### config.mk
export PLATFORM = sky130hd
export DESIGN_NAME = decim_iq_cfg
export DESIGN_NICKNAME = d
export VERILOG_FILES = /design/src/rtl/decim_pkg.sv /design/src/rtl/decim_lane.sv /design/src/rtl/decim_iq_cfg.sv
export SDC_FILE = /design/constraint.sdc
export NUM_CORES = 1
export LEC_CHECK = 0
export CORE_MARGIN = 1
export CORE_UTILIZATION = 50
export CTS_CLUSTER_SIZE = 10
export DETAILED_ROUTE_END_ITERATION = 8
export PLACE_DENSITY_LB_ADDON = 0.1
export RECOVER_POWER = 50
export SLEW_MARGIN = 20
export SYNTH_ARGS = -nofsm -noshare
export SYNTH_HDL_FRONTEND = slang
export SYNTH_SLANG_ARGS = --single-unit
### constraint.sdc
create_clock -name clk_120m -period 5.3 [get_ports clk_120m]
set_input_delay 0.795 -clock clk_120m [delete_from_list [all_inputs] [get_ports clk_120m]]
set_output_delay 0.795 -clock clk_120m [all_outputs]
set_load 0.01 [all_outputs]
### src/rtl/decim_pkg.sv
// Shared defaults and helpers for the I/Q power-of-two decimator.
package decim_pkg;

  localparam int DEF_DW           = 16;
  localparam int DEF_MAX_DEC_LOG2 = 4;
  localparam int DEF_ACCW         = DEF_DW + DEF_MAX_DEC_LOG2;

  // Requested log2 factor limited to what the accumulator can hold.
  function automatic int unsigned clamp_k(input int unsigned k_in,
                                          input int unsigned max_k = DEF_MAX_DEC_LOG2);
    return (k_in > max_k) ? max_k : k_in;
  endfunction

endpackage

### src/rtl/decim_lane.sv
// One decimator lane: boxcar accumulator, pick/average select, rounding
// shift and output register. Frame position comes from the top level.
module decim_lane #(
  parameter int DW    = 16,
  parameter int ACCW  = 20,
  parameter int LOG2W = 3
) (
  input  logic                    clk_120m,
  input  logic                    rst_n,
  input  logic                    i_valid,
  input  logic                    i_first,
  input  logic                    i_last,
  input  logic                    i_sync,
  input  logic [LOG2W-1:0]        i_k,
  input  logic                    i_avg,
  input  logic signed [DW-1:0]    i_din,
  output logic signed [DW-1:0]    o_dout
);

  logic signed [ACCW-1:0] r_acc;
  logic signed [ACCW-1:0] w_ext;
  logic signed [ACCW-1:0] w_sum;
  logic signed [ACCW-1:0] w_rnd;
  logic signed [ACCW-1:0] w_res;

  always_comb begin
    w_ext = ACCW'(i_din);
    w_sum = i_first ? w_ext : (r_acc + w_ext);
    // Half-LSB bias before the shift; zero for k=0 so the sample passes through.
    w_rnd = (i_k == '0) ? '0 : (ACCW'(1) <<< (i_k - LOG2W'(1)));
    w_res = (w_sum + w_rnd) >>> i_k;
  end

  always_ff @(posedge clk_120m or negedge rst_n) begin
    if (!rst_n) begin
      r_acc  <= '0;
      o_dout <= '0;
    end else begin
      if (i_valid) begin
        r_acc <= w_sum;
      end else if (i_sync) begin
        r_acc <= '0;
      end
      if (i_last) begin
        o_dout <= i_avg ? w_res[DW-1:0] : i_din;
      end
    end
  end

endmodule

### src/rtl/decim_iq_cfg.sv
// Runtime power-of-two I/Q decimator (pick or rounded boxcar average) with
// frame sync, valid gaps and a one-cycle output strobe.
module decim_iq_cfg
  import decim_pkg::*;
#(
  parameter int DW           = DEF_DW,
  parameter int MAX_DEC_LOG2 = DEF_MAX_DEC_LOG2,
  parameter int LOG2W        = 3
) (
  input  logic                  clk_120m,
  input  logic                  rst_n,
  input  logic                  in_valid,
  input  logic signed [DW-1:0]  data_ddc_I,
  input  logic signed [DW-1:0]  data_ddc_Q,
  input  logic [LOG2W-1:0]      dec_log2,
  input  logic                  avg_en,
  input  logic                  sync,
  output logic                  out_valid,
  output logic signed [DW-1:0]  data_I,
  output logic signed [DW-1:0]  data_Q
);

  localparam int ACCW = DW + MAX_DEC_LOG2;
  localparam int CNTW = MAX_DEC_LOG2;

  logic [CNTW-1:0]  r_cnt;
  logic [LOG2W-1:0] r_k;
  logic             r_avg;
  logic             r_out_valid;

  logic [LOG2W-1:0] w_k_cfg;
  logic [LOG2W-1:0] w_k;
  logic             w_avg;
  logic             w_load;
  logic [CNTW-1:0]  w_cnt;
  logic [CNTW-1:0]  w_last_idx;
  logic             w_first;
  logic             w_last;

  // Config is taken at frame start, so the starting sample already uses it.
  always_comb begin
    w_k_cfg    = LOG2W'(clamp_k(32'(dec_log2), MAX_DEC_LOG2));
    w_load     = sync | (in_valid & (r_cnt == '0));
    w_k        = w_load ? w_k_cfg : r_k;
    w_avg      = w_load ? avg_en : r_avg;
    w_cnt      = sync ? '0 : r_cnt;
    w_last_idx = CNTW'((32'd1 << w_k) - 32'd1);
    w_first    = in_valid & (w_cnt == '0);
    w_last     = in_valid & (w_cnt == w_last_idx);
  end

  always_ff @(posedge clk_120m or negedge rst_n) begin
    if (!rst_n) begin
      r_cnt       <= '0;
      r_k         <= '0;
      r_avg       <= 1'b0;
      r_out_valid <= 1'b0;
    end else begin
      r_out_valid <= w_last;
      if (w_load) begin
        r_k   <= w_k_cfg;
        r_avg <= avg_en;
      end
      if (in_valid) begin
        r_cnt <= w_last ? '0 : (w_cnt + CNTW'(1));
      end else if (sync) begin
        r_cnt <= '0;
      end
    end
  end

  decim_lane #(.DW(DW), .ACCW(ACCW), .LOG2W(LOG2W)) u_lane_i (
    .clk_120m (clk_120m),
    .rst_n    (rst_n),
    .i_valid  (in_valid),
    .i_first  (w_first),
    .i_last   (w_last),
    .i_sync   (sync),
    .i_k      (w_k),
    .i_avg    (w_avg),
    .i_din    (data_ddc_I),
    .o_dout   (data_I)
  );

  decim_lane #(.DW(DW), .ACCW(ACCW), .LOG2W(LOG2W)) u_lane_q (
    .clk_120m (clk_120m),
    .rst_n    (rst_n),
    .i_valid  (in_valid),
    .i_first  (w_first),
    .i_last   (w_last),
    .i_sync   (sync),
    .i_k      (w_k),
    .i_avg    (w_avg),
    .i_din    (data_ddc_Q),
    .o_dout   (data_Q)
  );

  assign out_valid = r_out_valid;

endmodule
==> results of run 1 <==
-- registers in the layout, summed over array words and instances (netlist names) --
register         cells
r_avg                1
u_lane_q.r_acc      20
r_k                  3
u_lane_i.o_dout     16
u_lane_q.o_dout     16
out_valid            1
r_cnt                4
u_lane_i.r_acc      20
-- power breakdown --
| group | internal (mW) | switching (mW) | leakage [nW] | total [mW] |
|---|---|---|---|---|
| Clock | 0.377 | 0.289 | 0.142 | 0.666 |
| Sequential | 0.823 | 0.159 | 1.02 | 0.982 |
| Combinational | 1.33 | 1.78 | 3.32 | 3.11 |
-- cells by family (layout without fill, tap and decap cells) --
logic type	Yosys count	in the layout
muxes	34	34
other	1	3
xor gates and xnor gates	71	71
DFF	81	81
AOI/OAI and AO/OA	415	415
buffers and inverters	82	178
and+or+nand+nor	354	354
adders and majority gates	53	53
-- layout make-up --
type	instances	area [µm²]
timing repair buffer	138	1220
antenna	1	2.50
multi-input combinational	929	6500
sequential	81	2030
inverter	24	92.6
clock buffer	11	243
fill	1611	6880
clock inverter	5	55.1
tap	225	282
-- how the worst min path moves through the flow --
stage / cells past startpoint / endpoint / slack, ns / startpoint
5_1_grt: 2 / u_lane_i.r_acc[14] / 0.51 / u_lane_i.r_acc[14]
4_1_cts: 1 / r_cnt[0] / 0.45 / rst_n
2_1_floorplan: 2 / u_lane_i.r_acc[12] / 0.45 / u_lane_i.r_acc[12]
6_report: 2 / u_lane_i.o_dout[0] / 0.48 / u_lane_i.o_dout[0]
3_5_place_dp: 2 / u_lane_i.o_dout[0] / 0.48 / u_lane_i.o_dout[0]
3_3_place_gp: 2 / u_lane_i.r_acc[14] / 0.47 / u_lane_i.r_acc[14]
-- synth_stat cells, types with 5 or more instances --
cell	instances	share of area, %
nand2_1	116	4.9
o21ai_0	82	4.6
dfrtp_1	81	23
a21oi_1	79	4.5
nor2_1	73	3.1
xnor2_1	54	5.3
ha_1	50	7.1
clkbuf_1	40	1.7
a22o_1	30	3.0
nand3_1	30	1.7
a21o_1	26	2.2
mux2i_1	23	2.6
and3_1	22	1.6
inv_1	22	0.93
or3_1	22	1.6
nor3_1	21	1.2
and2_1	18	1.3
o211ai_1	17	1.4
a211oi_1	16	1.4
xor2_1	16	1.6
a31oi_1	12	0.85
a221oi_1	11	1.1
o22ai_1	11	0.78
o221ai_1	10	0.99
o21a_1	9	0.76
o31ai_1	9	0.76
mux2_2	8	1.0
o211a_1	8	0.91
a22oi_1	7	0.59
nand4_1	7	0.50
nor4_1	7	0.50
a31o_2	6	0.59
a32oi_1	6	0.59
buf_2	6	0.34
o21bai_1	6	0.51
nand2b_1	5	0.35
o21ai_1	5	0.28
-- through the flow --
stage | TNS [ns] | util (%)
floorplan | 0 | -
global placement | 0 | 58.4
detailed placement | -0.0229 | 58.4
CTS | 0 | 60.2
global route | 0 | 60.2
finish | 0 | 60.2
-- per-layer routing --
metal | wire length (µm) | vias up
met4 | 817 | 0
met2 | 13800 | 452
met1 | 13800 | 4424
met3 | 2460 | 52
met5 | 0 | -
li1 | - | 4349
-- what timing repair did --
action | 4_1_cts | 5_1_grt
hold endpoints to repair | 0 | 0
endpoints found under the setup margin | 0 | 2
gates resized for setup | 0 | 3
-- critical path, stage by stage --
cell             delay, ns
clkdlybuf4s50_1       0.47
ha_1                  0.39
a21o_1                0.22
a31o_1                0.23
o21a_1                0.27
nand2_1               0.09
nand2_1               0.06
xnor2_1               0.15
a21oi_1               0.11
ha_1                  0.37
a21o_1                0.23
a31oi_1               0.26
o41ai_4               0.17
nor2_2                0.28
nor3_1                0.12
xnor2_1               0.17
a222oi_1              0.45
a32oi_1               0.16
a31oi_1               0.19
==> results.json, run 1 <==
{
  "antenna_found_initial": 1,
  "ctsHoldBuffers": 0,
  "final_common_cell": "nand2_1",
  "post_dp_cell_area_mm2": 0.0101,
  "regToRegSetupSlack_ns": 0.92,
  "drive_gt1_share_pct": 12.5,
  "violations": "max-capacitance violations, max-slew violations",
  "dp_slack_ns": -0.0229,
  "fin_crit_sh_pct": 93.3,
  "nets": 1275,
  "io-pin-count": 73,
  "grt_setup_unrepaired": "no",
  "final_max_slew_viol_count": 40,
  "cts_buffers": 9,
  "drc": 0,
  "routed_via_density": 6.56,
  "ys_seq_area_share_pct": 22.9,
  "final-instance-count-excl-fill": 1414,
  "power.density_mw_per_mm2": 457,
  "coreArea_mm2": 0.0173,
  "die_y_um": 135,
  "finalHoldViolCount": 0,
  "grt_max_degree": 44,
  "rows": 48,
  "start_util_pct": 51.1,
  "synth-edff-count": 0,
  "fin_skew_ns": 0.0103,
  "cts_tree": "yes",
  "die_area_mm2": 0.0182,
  "setup.worst_path.start": "data_ddc_I[4]",
  "grt_usage_pct": 34.1,
  "hold_class": "flip-flop to flip-flop",
  "synth_top_family_by_area": "compound AO/OA/AOI/OAI gates",
  "async_flop_share_pct": 100,
  "grt_pass1_vias": 8444,
  "cts.sinks": 81,
  "required_ns": 5.58,
  "yosysWarnings": 0,
  "grt.met2_usage_pct": 53.2,
  "h-tree-depth": 3,
  "busiest_layer": "met2",
  "grt_overflow_total": 0,
  "critPathArrivalTime_ns": 5.23,
  "place_congestion": 0.939,
  "die_x_um": 135,
  "setup_viol": 0,
  "first_pass_iters": 5,
  "crit_type": "primary input to flip-flop",
  "wirelength_mm": 30.9,
  "critPathLaunchType": "primary input",
  "synthToLayoutAreaGrowth_pct": 17.8,
  "slew_headroom_pct": -67.4,
  "p_total_mw": 4.76,
  "clkLatencyLatePin_ns": 0.36,
  "ant_nets": 0,
  "vias": 9277,
  "avgSynthCellArea_um2": 8.11,
  "end_kind": "flip-flop",
  "maxCapViolations": 1,
  "cts_root_buf": "clkbuf_16",
  "clk_transition_reported_paths_ns": 0.07,
  "design_area_mm2": 0.0104,
  "synth_area_mm2": 0.00885,
  "ys.flop_type": "dfrtp_1",
  "cts.path.max_buffers": 2,
  "timing.final.ws_setup_ns": 0.354,
  "mostFrequentLayoutCells": "nand2_1 (116), o21ai_0 (81), dfrtp_1 (81), a21oi_1 (79), nor2_1 (72)",
  "use_met3_pct": 7.24,
  "status": "finished with violations",
  "dpl.hpwl_mm": 22.8,
  "final.min_clock_period_ns": 4.95,
  "yosys.area_share.simple_pct": 20.1,
  "r2r_start": "u_lane_i.r_acc[0]",
  "reg2reg_depth": 16,
  "synth_compound_area_share_pct": 34.0,
  "r2r_end": "u_lane_i.o_dout[12]",
  "p_leak_nw": 4.48,
  "synth_cells": 1091,
  "drt_iter0_markers": 943,
  "synth_mux_area_share_pct": 4.10,
  "crit_end": "u_lane_i.o_dout[13]",
  "numPortBuffers": 72,
  "wl_per_cell_um": 21.9,
  "dp.cells": 1397,
  "cp_max_fo": 6,
  "grt_pass1_wl_mm": 47.6,
  "tightestPinTransition_ns": 2.51,
  "ys_ff_latch": 81,
  "yosysUniqueCellTypes": 104,
  "synth_xor_area_share_pct": 7.11,
  "grt_use_met1_pct": 47.2,
  "whs_ns": 0.482,
  "synth_fa_ha_area_share_pct": 7.64,
  "max_freq_mhz": 202,
  "vdd_drop_max_mv": 0.256,
  "post_cts_buffers": 0
}
No activity file was read; power rests on OpenSTA's default activity.
==> run 2, diff against run 1 <==
Settings changed: CORE_ASPECT_RATIO set to 1.1.
==> results.json, run 2 (synthesis results as in run 1) <==
{
  "status": "finished with violations",
  "violations": "max-capacitance violations, max-slew violations",
  "synthToLayoutAreaGrowth_pct": 17.7,
  "grt_overflow_total": 0,
  "largestRegisters": "u_lane_i.r_acc (20), u_lane_q.r_acc (20)",
  "cp_max_fo": 6,
  "timing.final.ws_setup_ns": 0.315,
  "nets": 1268,
  "antenna_found_initial": 1,
  "clkLatencyLatePin_ns": 0.36,
  "critPathArrivalTime_ns": 5.24,
  "cts_root_buf": "clkbuf_16",
  "final_common_cell": "nand2_1",
  "mostFrequentLayoutCells": "nand2_1 (116), o21ai_0 (82), dfrtp_1 (81), a21oi_1 (79), nor2_1 (72)",
  "ant_nets": 0,
  "drive_gt1_share_pct": 12.0,
  "die_area_mm2": 0.0182,
  "end_kind": "flip-flop",
  "hold_class": "flip-flop to flip-flop",
  "place_congestion": 0.991,
  "wirelength_mm": 30.8,
  "die_x_um": 129,
  "slew_headroom_pct": -5.01,
  "max_freq_mhz": 201,
  "dp.cells": 1399,
  "first_pass_iters": 6,
  "rows": 50,
  "clk_transition_reported_paths_ns": 0.06,
  "grt_setup_unrepaired": "no",
  "vias": 9224,
  "grt_pass1_wl_mm": 47.8,
  "fin_crit_sh_pct": 94.1,
  "numPortBuffers": 72,
  "cts.path.max_buffers": 2,
  "final.min_clock_period_ns": 4.99,
  "cts.sinks": 81,
  "setup_viol": 0,
  "wl_per_cell_um": 21.7,
  "whs_ns": 0.475,
  "fin_skew_ns": 0.00925,
  "h-tree-depth": 3,
  "maxCapViolations": 2,
  "ctsHoldBuffers": 0,
  "cts_resized": 0,
  "drt_iter0_markers": 955,
  "drc": 0,
  "p_leak_nw": 4.47,
  "fill_cells": 1613,
  "p_total_mw": 4.83,
  "tightestPinTransition_ns": 1.58,
  "required_ns": 5.55,
  "vdd_drop_max_mv": 0.238,
  "diodes": 0,
  "finalHoldViolCount": 0,
  "start_util_pct": 51.6,
  "crit_type": "primary input to flip-flop",
  "power.density_mw_per_mm2": 463,
  "final_max_slew_viol_count": 84,
  "routed_via_density": 6.52,
  "grt_usage_pct": 34.1,
  "dpl.hpwl_mm": 22.9,
  "grt_pass1_vias": 8549,
  "cts_tree": "yes",
  "grt_max_degree": 57,
  "coreArea_mm2": 0.0171,
  "cts_buffers": 9,
  "final-instance-count-excl-fill": 1415,
  "dp_slack_ns": -0.156,
  "post_cts_buffers": 0,
  "critPathLaunchType": "primary input",
  "die_y_um": 142,
  "io-pin-count": 73
}
-- run 2: area by class of cell --
cell class | instances | area (µm²) | share of cell area (%)
multi-input combinational | 929 | 6490 | 62.3
clock buffer | 11 | 243 | 2.33
clock inverter | 5 | 103 | 0.985
inverter | 24 | 92.6 | 0.889
timing repair buffer | 131 | 1170 | 11.2
sequential | 81 | 2030 | 19.5
tap | 234 | 293 | 2.81
-- run 2: metrics by stage --
step / area, µm² / utilization, % / TNS (ns)
2_1_floorplan: 8850 / - / 0
3_3_place_gp: 10100 / 58.7 / -0.117
6_report: 10400 / 60.7 / 0
3_5_place_dp: 10100 / 58.7 / -0.156
4_1_cts: 10400 / 60.7 / 0
5_1_grt: 10400 / 60.7 / 0
-- run 2: power breakdown --
part           switching, mW  internal [mW]
logic                   1.77           1.31
clock network          0.294          0.473
registers              0.157          0.823
total                   2.22           2.61
-- run 2: worst max-delay path, stage by stage --
cell and delay, ns:
clkdlybuf4s50_1 0.46, ha_1 0.25, fa_1 0.43, a21oi_1 0.24
o21ai_0 0.13, a21oi_1 0.19, xor2_1 0.08, o21ai_0 0.32
ha_1 0.31, and2_1 0.20, a221o_2 0.36, a31oi_4 0.30
nor4_4 0.09, xnor2_1 0.21, a222oi_1 0.38, nand2_1 0.18
a221oi_1 0.33
-- run 2: path summary, 6_finish.rpt --
path	from	endpoint	slack [ns]	cells past startpoint
worst max-delay path	data_ddc_Q[0]	u_lane_q.o_dout[7]	0.31	17
worst min-delay path	u_lane_i.o_dout[0]	u_lane_i.o_dout[0]	0.48	2
worst max register to register	r_cnt[3]	u_lane_q.o_dout[4]	0.83	15
worst min register to register	u_lane_i.o_dout[0]	u_lane_i.o_dout[0]	0.48	2
max in group asynchronous	rst_n	u_lane_q.o_dout[8]	2.21	2
min in group asynchronous	rst_n	u_lane_q.r_acc[1]	0.80	1
-- run 2: layer usage --
| layer | track usage [%] | vias up | wire [µm] |
|---|---|---|---|
| met4 | 14.6 | 2 | 1110 |
| met3 | 4.45 | 88 | 2430 |
| li1 | - | 4326 | - |
| met5 | 0 | - | 11 |
| met2 | 54.1 | 446 | 13900 |
| met1 | 46.5 | 4362 | 13300 |
==> run 3, diff against run 2 <==
Settings changed: CORE_UTILIZATION 50 to 25, CTS_BUF_LIST set to sky130_fd_sc_hd__clkbuf_4 sky130_fd_sc_hd__clkbuf_8.
Clock period 5.3 ns to 6 ns, I/O delays scaled along.
==> results.json, run 3 (synthesis results as in run 1) <==
{
  "cts_buffers": 9,
  "drt_iter0_markers": 614,
  "regToRegSetupSlack_ns": 1.36,
  "cts_tree": "yes",
  "io-pin-count": 73,
  "synthToLayoutAreaGrowth_pct": 16.5,
  "clkLatencyLatePin_ns": 0.40,
  "nets": 1243,
  "ctsHoldBuffers": 0,
  "first_pass_iters": 5,
  "min_path_cells": 2,
  "dr_wl_met3_mm": 1.35,
  "fin_skew_ns": 0.0147,
  "die_y_um": 199,
  "coreArea_mm2": 0.0346,
  "reg2reg_depth": 15,
  "cp_max_fo": 18,
  "slew_headroom_pct": -14.9,
  "drive_gt1_share_pct": 10.2,
  "final_common_cell": "nand2_1",
  "end_kind": "flip-flop",
  "rows": 71,
  "finalHoldViolCount": 0,
  "violations": "max-capacitance violations, max-slew violations",
  "numPortBuffers": 72,
  "h-tree-depth": 3,
  "cts.sinks": 81,
  "grt_usage_pct": 20.6,
  "critPathArrivalTime_ns": 5.49,
  "largestRegisters": "u_lane_i.r_acc (20), u_lane_q.r_acc (20)",
  "antenna_found_initial": 3,
  "start_util_pct": 25.6,
  "final.min_clock_period_ns": 5.20,
  "dpl.hpwl_mm": 27.1,
  "grt_pass1_vias": 8705,
  "top_layer": "met4",
  "dp_slack_ns": 0.393,
  "status": "finished with violations",
  "wl_met1_mm": 17.9,
  "clk_transition_reported_paths_ns": 0.10,
  "wl_per_cell_um": 23.0,
  "maxCapViolations": 2,
  "place_congestion": 0.844,
  "tightestPinTransition_ns": 1.72,
  "vias": 8912,
  "diodes": 0,
  "cts.path.max_buffers": 2,
  "fin_crit_sh_pct": 86.6,
  "r2r_start": "r_cnt[0]",
  "post_cts_buffers": 0,
  "power.density_mw_per_mm2": 388,
  "grt_setup_unrepaired": "no",
  "max_freq_mhz": 192,
  "wirelength_mm": 36.7,
  "worstHoldStart": "u_lane_i.o_dout[0]",
  "grt_max_degree": 58,
  "grt_pass1_wl_mm": 56.1,
  "routed_via_density": 5.59,
  "tns_ns": 0,
  "die_area_mm2": 0.0361,
  "cts_root_buf": "clkbuf_8",
  "hold_class": "flip-flop to flip-flop",
  "timing.final.ws_setup_ns": 0.803,
  "setup_viol": 0,
  "hold_end": "u_lane_i.o_dout[0]",
  "final_max_slew_viol_count": 84,
  "ant_nets": 0,
  "vdd_drop_max_mv": 0.107,
  "dr_wl_met2_mm": 16.8,
  "cts_resized": 0,
  "die_x_um": 181,
  "fin_util_pct": 29.8,
  "mostFrequentLayoutCells": "nand2_1 (116), o21ai_0 (82), dfrtp_1 (81), a21oi_1 (79), nor2_1 (72)",
  "critPathLaunchType": "primary input",
  "required_ns": 6.29,
  "grt_overflow_total": 0,
  "p_leak_nw": 4.27,
  "crit_type": "primary input to flip-flop",
  "drc": 0,
  "r2r_end": "u_lane_q.o_dout[10]"
}
run 3: worst max-delay path, cell delays in order:
cell and delay, ns:
clkdlybuf4s50_1 0.50, nand2b_1 0.22, ha_1 0.20, nand2_1 0.20, nor2_4 0.54, buf_4 0.35, a2111oi_0 0.10, a311o_1 0.36
nor3b_4 0.33, o2111ai_1 0.19, o32ai_2 0.45, o211a_1 0.26, xor2_2 0.24, a2bb2oi_1 0.12, and2_1 0.18, a221oi_1 0.33
run 3: metal layers:
layer / GRT usage [%] / up-vias
met5: 0 / -
met4: 5.65 / 0
met3: 2.59 / 33
met2: 33.7 / 216
met1: 28.4 / 4382
li1: - / 4281
run 3: area by class of cell:
cell class | instances | area [µm²]
repair buffers | 106 | 962
fillers | 3722 | 24200
inverters | 24 | 92.6
clock inverters | 5 | 30.0
multi-input cells | 929 | 6500
clock buffers | 11 | 151
flip-flops and latches | 81 | 2030
well taps | 438 | 548
run 3: power breakdown:
part | total, mW | switching, mW | internal, mW
Sequential | 0.876 | 0.151 | 0.725
Combinational | 2.69 | 1.59 | 1.11
Clock | 0.434 | 0.262 | 0.172
Total | 4.00 | 2.00 | 2.01
run 3: stage by stage:
stage                     power (mW)  cell area [µm²]  std cells  hold WS (ns)
after floorplan                 2.70             8850       1092         0.454
after global placement          3.60            10100       1578         0.470
final                           4.00            10300       1594         0.484
after detailed placement        3.58            10100       1578         0.478
after CTS                       4.05            10300       1594         0.417
after global routing            4.33            10300       1594         0.530
run 3: worst max path at each step:
stage | startpoint | slack [ns] | endpoint
5_1_grt | sync | 0.43 | u_lane_q.o_dout[12]
2_1_floorplan | sync | 0.59 | u_lane_i.o_dout[11]
3_5_place_dp | sync | 0.39 | u_lane_q.o_dout[10]
6_report | sync | 0.80 | u_lane_q.o_dout[10]
3_3_place_gp | sync | 0.36 | u_lane_q.o_dout[10]
4_1_cts | sync | 0.81 | u_lane_q.o_dout[12]
